### src/rtl/mover_3d_agen.sv
// 3D strided burst-command generator: walks width x height x channel and emits AXI bursts.
// Define MOVER_AGEN_SPLIT_4K_EN to also split bursts so none crosses a 4KB address boundary.
module mover_3d_agen #(
    parameter int AXI_WIDTH_AD = 32,
    parameter int AXI_WIDTH_DA = 32,
    parameter int DIM_WIDTH    = 16,
    parameter int MAX_BURST    = 256
) (
    input  logic                    ACLK,
    input  logic                    ARESET,
    input  logic                    cmd_valid,
    output logic                    cmd_ready,
    input  logic [AXI_WIDTH_AD-1:0] cmd_base,
    input  logic [DIM_WIDTH-1:0]    cmd_width,
    input  logic [DIM_WIDTH-1:0]    cmd_height,
    input  logic [DIM_WIDTH-1:0]    cmd_channel,
    input  logic [AXI_WIDTH_AD-1:0] cmd_row_stride,
    input  logic [AXI_WIDTH_AD-1:0] cmd_plane_stride,
    output logic                    brst_valid,
    input  logic                    brst_ready,
    output logic [AXI_WIDTH_AD-1:0] brst_addr,
    output logic [7:0]              brst_len,
    output logic                    brst_last,
    output logic                    busy,
    output logic                    done
);

    localparam int BPI       = AXI_WIDTH_DA / 8;
    localparam int BPI_SHIFT = $clog2(BPI);
    localparam int CW        = (DIM_WIDTH > 13) ? DIM_WIDTH : 13;
    localparam logic [CW-1:0] MAX_BEATS = CW'(MAX_BURST);

    typedef enum logic [1:0] {
        IDLE,
        GEN,
        DONE
    } state_t;

    state_t                  state_q;
    logic                    cmdReady_q;
    logic                    busy_q;
    logic                    done_q;
    logic                    brstValid_q;
    logic                    brstLast_q;
    logic [7:0]              brstLen_q;
    logic [AXI_WIDTH_AD-1:0] curAddr_q;
    logic [AXI_WIDTH_AD-1:0] rowAddr_q;
    logic [AXI_WIDTH_AD-1:0] planeAddr_q;
    logic [DIM_WIDTH-1:0]    rowRem_q;
    logic [DIM_WIDTH-1:0]    rowCnt_q;
    logic [DIM_WIDTH-1:0]    planeCnt_q;
    logic [DIM_WIDTH-1:0]    width_q;
    logic [DIM_WIDTH-1:0]    height_q;
    logic [DIM_WIDTH-1:0]    channel_q;
    logic [AXI_WIDTH_AD-1:0] rowStride_q;
    logic [AXI_WIDTH_AD-1:0] planeStride_q;

    logic [AXI_WIDTH_AD-1:0] curAddr_d;
    logic [AXI_WIDTH_AD-1:0] rowAddr_d;
    logic [AXI_WIDTH_AD-1:0] planeAddr_d;
    logic [DIM_WIDTH-1:0]    rowRem_d;
    logic [DIM_WIDTH-1:0]    rowCnt_d;
    logic [DIM_WIDTH-1:0]    planeCnt_d;
    logic [DIM_WIDTH-1:0]    heightSel;
    logic [DIM_WIDTH-1:0]    channelSel;
    logic [CW-1:0]           curBeats;
    logic [CW-1:0]           beats_d;
    logic [7:0]              brstLen_d;
    logic                    brstLast_d;
    logic                    zeroDim;
`ifdef MOVER_AGEN_SPLIT_4K_EN
    logic [12:0]             toBoundary;
    logic [CW-1:0]           boundBeats;
`endif

    assign cmd_ready  = cmdReady_q;
    assign busy       = busy_q;
    assign done       = done_q;
    assign brst_valid = brstValid_q;
    assign brst_last  = brstLast_q;
    assign brst_len   = brstLen_q;
    assign brst_addr  = curAddr_q;
    assign zeroDim    = (cmd_width == '0) || (cmd_height == '0) || (cmd_channel == '0);

    // Position of the burst to present next: the descriptor start while idle, else the step past the current burst.
    always_comb begin
        curAddr_d   = curAddr_q;
        rowAddr_d   = rowAddr_q;
        planeAddr_d = planeAddr_q;
        rowRem_d    = rowRem_q;
        rowCnt_d    = rowCnt_q;
        planeCnt_d  = planeCnt_q;
        heightSel   = height_q;
        channelSel  = channel_q;
        curBeats    = CW'(brstLen_q) + CW'(1);

        if (state_q == IDLE) begin
            curAddr_d   = cmd_base;
            rowAddr_d   = cmd_base;
            planeAddr_d = cmd_base;
            rowRem_d    = cmd_width;
            rowCnt_d    = '0;
            planeCnt_d  = '0;
            heightSel   = cmd_height;
            channelSel  = cmd_channel;
        end else if (CW'(rowRem_q) != curBeats) begin
            curAddr_d = curAddr_q + (AXI_WIDTH_AD'(curBeats) << BPI_SHIFT);
            rowRem_d  = rowRem_q - DIM_WIDTH'(curBeats);
        end else if (rowCnt_q != (height_q - DIM_WIDTH'(1))) begin
            rowAddr_d = rowAddr_q + rowStride_q;
            curAddr_d = rowAddr_q + rowStride_q;
            rowCnt_d  = rowCnt_q + DIM_WIDTH'(1);
            rowRem_d  = width_q;
        end else begin
            planeAddr_d = planeAddr_q + planeStride_q;
            rowAddr_d   = planeAddr_q + planeStride_q;
            curAddr_d   = planeAddr_q + planeStride_q;
            rowCnt_d    = '0;
            planeCnt_d  = planeCnt_q + DIM_WIDTH'(1);
            rowRem_d    = width_q;
        end

        beats_d = CW'(rowRem_d);
        if (beats_d > MAX_BEATS) begin
            beats_d = MAX_BEATS;
        end
`ifdef MOVER_AGEN_SPLIT_4K_EN
        toBoundary = 13'h1000 - {1'b0, curAddr_d[11:0]};
        boundBeats = CW'(toBoundary >> BPI_SHIFT);
        if (beats_d > boundBeats) begin
            beats_d = boundBeats;
        end
`endif
        brstLen_d  = 8'(beats_d - CW'(1));
        brstLast_d = (beats_d == CW'(rowRem_d)) &&
                     (rowCnt_d == (heightSel - DIM_WIDTH'(1))) &&
                     (planeCnt_d == (channelSel - DIM_WIDTH'(1)));
    end

    always_ff @(posedge ACLK) begin
        if (ARESET) begin
            state_q       <= IDLE;
            cmdReady_q    <= 1'b1;
            busy_q        <= 1'b0;
            done_q        <= 1'b0;
            brstValid_q   <= 1'b0;
            brstLast_q    <= 1'b0;
            brstLen_q     <= '0;
            curAddr_q     <= '0;
            rowAddr_q     <= '0;
            planeAddr_q   <= '0;
            rowRem_q      <= '0;
            rowCnt_q      <= '0;
            planeCnt_q    <= '0;
            width_q       <= '0;
            height_q      <= '0;
            channel_q     <= '0;
            rowStride_q   <= '0;
            planeStride_q <= '0;
        end else begin
            case (state_q)
                IDLE: begin
                    done_q <= 1'b0;
                    if (cmd_valid) begin
                        width_q       <= cmd_width;
                        height_q      <= cmd_height;
                        channel_q     <= cmd_channel;
                        rowStride_q   <= cmd_row_stride;
                        planeStride_q <= cmd_plane_stride;
                        curAddr_q     <= curAddr_d;
                        rowAddr_q     <= rowAddr_d;
                        planeAddr_q   <= planeAddr_d;
                        rowRem_q      <= rowRem_d;
                        rowCnt_q      <= rowCnt_d;
                        planeCnt_q    <= planeCnt_d;
                        cmdReady_q    <= 1'b0;
                        busy_q        <= 1'b1;
                        if (zeroDim) begin
                            state_q    <= DONE;
                            done_q     <= 1'b1;
                            brstLast_q <= 1'b0;
                            brstLen_q  <= '0;
                        end else begin
                            state_q     <= GEN;
                            brstValid_q <= 1'b1;
                            brstLen_q   <= brstLen_d;
                            brstLast_q  <= brstLast_d;
                        end
                    end
                end
                GEN: begin
                    if (brst_ready) begin
                        if (brstLast_q) begin
                            state_q     <= DONE;
                            brstValid_q <= 1'b0;
                            brstLast_q  <= 1'b0;
                            done_q      <= 1'b1;
                        end else begin
                            curAddr_q   <= curAddr_d;
                            rowAddr_q   <= rowAddr_d;
                            planeAddr_q <= planeAddr_d;
                            rowRem_q    <= rowRem_d;
                            rowCnt_q    <= rowCnt_d;
                            planeCnt_q  <= planeCnt_d;
                            brstLen_q   <= brstLen_d;
                            brstLast_q  <= brstLast_d;
                        end
                    end
                end
                DONE: begin
                    state_q    <= IDLE;
                    done_q     <= 1'b0;
                    cmdReady_q <= 1'b1;
                    busy_q     <= 1'b0;
                end
                default: begin
                    state_q <= IDLE;
                end
            endcase
        end
    end

endmodule
### config.mk
export PLATFORM = sky130hd
export DESIGN_NAME = mover_3d_agen
export DESIGN_NICKNAME = d
export VERILOG_FILES = /design/src/rtl/mover_3d_agen.sv
export SDC_FILE = /design/constraint.sdc
export NUM_CORES = 1
export LEC_CHECK = 0
export ABC_AREA = 1
export BUFFER_PORTS_ARGS = -buffer_cell sky130_fd_sc_hd__clkbuf_2
export CAP_MARGIN = 20
export CELL_PAD_IN_SITES_DETAIL_PLACEMENT = 0
export CELL_PAD_IN_SITES_GLOBAL_PLACEMENT = 1
export CORE_UTILIZATION = 43
export CTS_CLUSTER_SIZE = 14
export DETAILED_ROUTE_END_ITERATION = 12
export PLACE_DENSITY_LB_ADDON = 0.3
export SLEW_MARGIN = 20
export SYNTH_ARGS = -nofsm -noshare
export SYNTH_HDL_FRONTEND = slang
export SYNTH_SLANG_ARGS = --single-unit
### constraint.sdc
create_clock -name ACLK -period 4.4 [get_ports ACLK]
set_input_delay 0.22 -clock ACLK [delete_from_list [all_inputs] [get_ports ACLK]]
set_output_delay 0.22 -clock ACLK [all_outputs]
set_load 0.1 [all_outputs]
==> metrics.csv <==
stage,metric,value,unit
sta,Clock Skew,16.5,ps
yosys,Mapped Cells,3008,
die,Die W,213,um
yosys,mapped cell area,19200,um2
clocking,Sink Count,271,
sta,worst slew pin tran,1000,ps
die,die height,213,um
die,num ports,193,
placed_design,PortBufs,192,
clocking,CTS tree,done,
clocking,"Clk Latency, worst-skew pair",560,ps
detailed_routing,WL final,73800,um
die,row cnt,77,
sta,setup TNS,0,ps
critical_path,worst reg2reg path endpoint,brst_len[7],
detailed_routing,via count,21200,
detailed_routing,DRT Pass-1 Iters,10,
die,Initial Utilization,0.436,
critical_path,crit-path most repeated cell,nand2_1,
min_path,hold crit path type,input pin to flip-flop,
critical_path,Worst setup SP type,flip-flop,
detailed_routing,post-route ant nets,0,
critical_path,critical path required time,4810,ps
grt,largest net degree at the start of global routing,140,
clocking,htree depth,2,
critical_path,critical path's slowest cell,dfxtp_1,
critical_path,crit path max fanout,10,
sta,Final Max Tran Viols,0,
critical_path,crit path capture type,flip-flop,
yosys,Netlist cell types,58,
critical_path,cell count along the critical path,24,
sta,WHS,28.4,ps
final_layout,NumNets Final,3490,
placed_design,Cells after DPL,3703,
sta,RSZ-0062 raised after global routing,false,
detailed_routing,initial DRC count,1670,
critical_path,Critical Path AT,4380,ps
grt,vias in the first global route,20100,
grt,first-pass GRT wire length,113000,um
power,Cell Pwr Density,824,nW/um2
grt,initial antenna violation count,2,
sta,relative slew slack,0.330,
critical_path,Worst Path Buf+Inv,2,
clocking,maximum root-to-sink buffer count,3,
yosys,synthesis-stage register bit count,271,
critical_path,critical path class,flip-flop to flip-flop,
final_layout,Synth-to-Final Area Change,19.0,%
critical_path,Worst path max stage delay,400,ps
run_status,status,finished with violations,
yosys,Synth Net Count,3250,
final_layout,fillcell total,4533,
clocking,CTS Buf Count,34,
sta,Max Freq,252,MHz
final_layout,share of cells above drive strength 1,0.107,
grt,total track usage,0.323,
clocking,clk slew on worst S/H paths,60,ps
clocking,CTS Root Cell,clkbuf_16,
detailed_routing,residual DRC count,4,
detailed_routing,Wirelength per Cell,19.1,um
placed_design,Placed Area,20800,um2
placed_design,post-DP HPWL,56300,um
yosys,Mean Syn Cell Area,6.39,um2
critical_path,CP endpoint,brst_len[7],
final_layout,# diodes,0,
critical_path,Critical path origin,brst_len[0],
critical_path,worst-path cell chain,ha_1 > nand3_1 > nor3b_2 > xnor2_1 > ha_1 > nand2_1 > inv_2 > nand2_1 > nor2_1 > nand2_1 > buf_4 > nand3_1 > nand3b_1 > nand2_1 > nor2_1 > nand4_1 > nand2_1 > nand3_1 > nor2_4 > o21ai_1 > nand3_1 > nand2_1 > nand3_1 > a21oi_1,
critical_path,crit-path leading delay family,simple AND/OR/NAND/NOR gates,
sta,final setup fails,0,
final_layout,post-route cell area,22900,um2
yosys,share of the synthesized area in the top cell type,0.282,
yosys,Synth Warn #,0,
critical_path,Reg2Reg Depth,24,
grt,grt ovf,0,
die,Core ar.,44100,um2
yosys,Synth Flop Type,dfxtp_1,
detailed_routing,routed vias/inst,5.49,
yosys,Yosys top cell by area,dfxtp_1,
placed_design,RePlAce Congestion,0.939,
sta,"Hold Vio Cnt, Final",0,
sta,crit path time final,3970,ps
critical_path,internal reg-to-reg setup slack,430,ps
yosys,"top cells by area, synth","dfxtp_1 (28%), nand2_1 (12%), o21ai_0 (9.1%)",
run_status,failing checks,design-rule violations,
power,leakage,10.8,nW
sta,final period utilization,0.903,
power,Worst VDD drop,0.751,mV
yosys,Post-synth EDFFs,0,
yosys,"Async S/R FF share, synth",0,
final_layout,Layout Cells excl Fill,3860,
yosys,"Seq/Total Area, Yosys",0.282,
critical_path,reg-to-reg startpoint,brst_len[0],
die,die area,45500,um2
run,Max Cap Violations,0,
flip-flops by register name, summed over array words and instances, names as in the netlist:
register and flops:
rowAddr_q 32, cmd_ready 1, planeCnt_q 16, rowStride_q 32, state_q 2, planeAddr_q 32, channel_q 16, planeStride_q 32
brst_addr 32, brst_valid 1, busy 1, brst_len 8, brst_last 1, rowCnt_q 16, done 1, width_q 16
height_q 16, rowRem_q 16
worst reg2reg max path: stages (launching register included):
cell and delay [ps]:
dfxtp_1 400, ha_1 210, nand3_1 140, nor3b_2 250, xnor2_1 190, ha_1 320
nand2_1 140, inv_2 40, nand2_1 110, nor2_1 70, nand2_1 110, buf_4 210
nand3_1 90, nand3b_1 150, nand2_1 90, nor2_1 260, nand4_1 130, nand2_1 130
nand3_1 130, nor2_4 170, o21ai_1 170, nand3_1 140, nand2_1 60, nand3_1 80
a21oi_1 60
cell families after synthesis:
kind of cell             share of synthesized area
flip-flops                                   0.282
AND/OR/NAND/NOR                              0.309
XOR/XNOR                                    0.0588
buffers and inverters                       0.0894
adder cells (fa/ha/maj)                     0.0628
AO/OA/AOI/OAI                                0.197
stage by stage:
stage	setup WS, ps	power (mW)	util
6_report	427	18.8	0.518
3_5_place_dp	373	15.8	0.470
2_1_floorplan	209	12.4	-
3_3_place_gp	480	15.7	0.470
5_1_grt	19.4	20.2	0.518
4_1_cts	325	18.7	0.518
cell type report:
type	count	area, um2	share of cell area
timing repair buffer	328	2290	0.100
inverter	318	1200	0.0526
clock buffer	50	1050	0.0461
sequential	271	5430	0.237
tap	592	741	0.0324
clock inverter	6	32.5	0.00142
multi-input combinational	2295	12100	0.530
worst min path at each step:
| stage | startpoint | endpoint | slack, ps | cells past startpoint |
|---|---|---|---|---|
| after floorplan | cmd_valid | width_q[1] | 330 | 1 |
| after global placement | width_q[15] | width_q[15] | 440 | 2 |
| after detailed placement | width_q[5] | width_q[5] | 440 | 2 |
| after CTS | cmd_row_stride[29] | rowStride_q[29] | 3 | 3 |
| after global routing | cmd_base[1] | planeAddr_q[1] | 30 | 3 |
| final | cmd_base[0] | planeAddr_q[0] | 30 | 3 |
cells in the final DEF, fill, tap and decap left out, types with 5 or more instances in the layout:
cell type / netlist / routed
nand2_1: 617 / 616
nor2_1: 388 / 386
o21ai_0: 351 / 351
inv_1: 308 / 307
dfxtp_1: 271 / 271
a21oi_1: 217 / 216
clkbuf_2: 0 / 192
nand3_1: 187 / 187
dlygate4sd3_1: 0 / 100
ha_1: 90 / 89
xor2_1: 84 / 84
nand4_1: 62 / 62
xnor2_1: 45 / 45
a31oi_1: 39 / 39
clkbuf_16: 0 / 37
nor3_1: 32 / 32
buf_4: 0 / 30
nor4_1: 21 / 21
o211ai_1: 15 / 15
nand3b_1: 14 / 14
or2_2: 13 / 13
nor2_4: 10 / 11
nor2_2: 8 / 9
a21o_1: 9 / 9
o21bai_1: 9 / 9
nand2_2: 7 / 8
a41oi_1: 8 / 8
clkbuf_8: 0 / 8
clkinv_2: 1 / 7
o21ai_1: 7 / 7
o22ai_1: 7 / 7
o21a_1: 5 / 5
inv_2: 7 / 5
clkbuf_1: 83 / 5
layer usage:
metal | global-route usage | wire, um | share of wire
met4 | 0.142 | 3320 | 0.045
met2 | 0.529 | 33300 | 0.45
met5 | 0 | 26 | 0.00035
met1 | 0.419 | 32700 | 0.44
met3 | 0.0505 | 4360 | 0.059
cell usage after synthesis (39+ instances only):
| cell type | count |
|---|---|
| a31oi_1 | 39 |
| nor2_1 | 388 |
| ha_1 | 90 |
| inv_1 | 308 |
| nand4_1 | 62 |
| a21oi_1 | 217 |
| clkbuf_1 | 83 |
| xor2_1 | 84 |
| dfxtp_1 | 271 |
| nand2_1 | 617 |
| nand3_1 | 187 |
| o21ai_0 | 351 |
| xnor2_1 | 45 |
repair_timing:
action                                 4_1_cts  5_1_grt
setup endpoints to repair                    0        7
gates resized for setup                      0        3
endpoints found under the hold margin      100        0
buffers inserted                             0        1
hold buffers                               100        0
report_power, final:
group	switching, mW	total, mW	leakage, nW	internal, mW
Clock	1.16	2.81	0.539	1.65
Combinational	8.33	11.7	8.06	3.36
Sequential	0.968	4.34	2.24	3.37
Power figures use the tool's default switching activity.
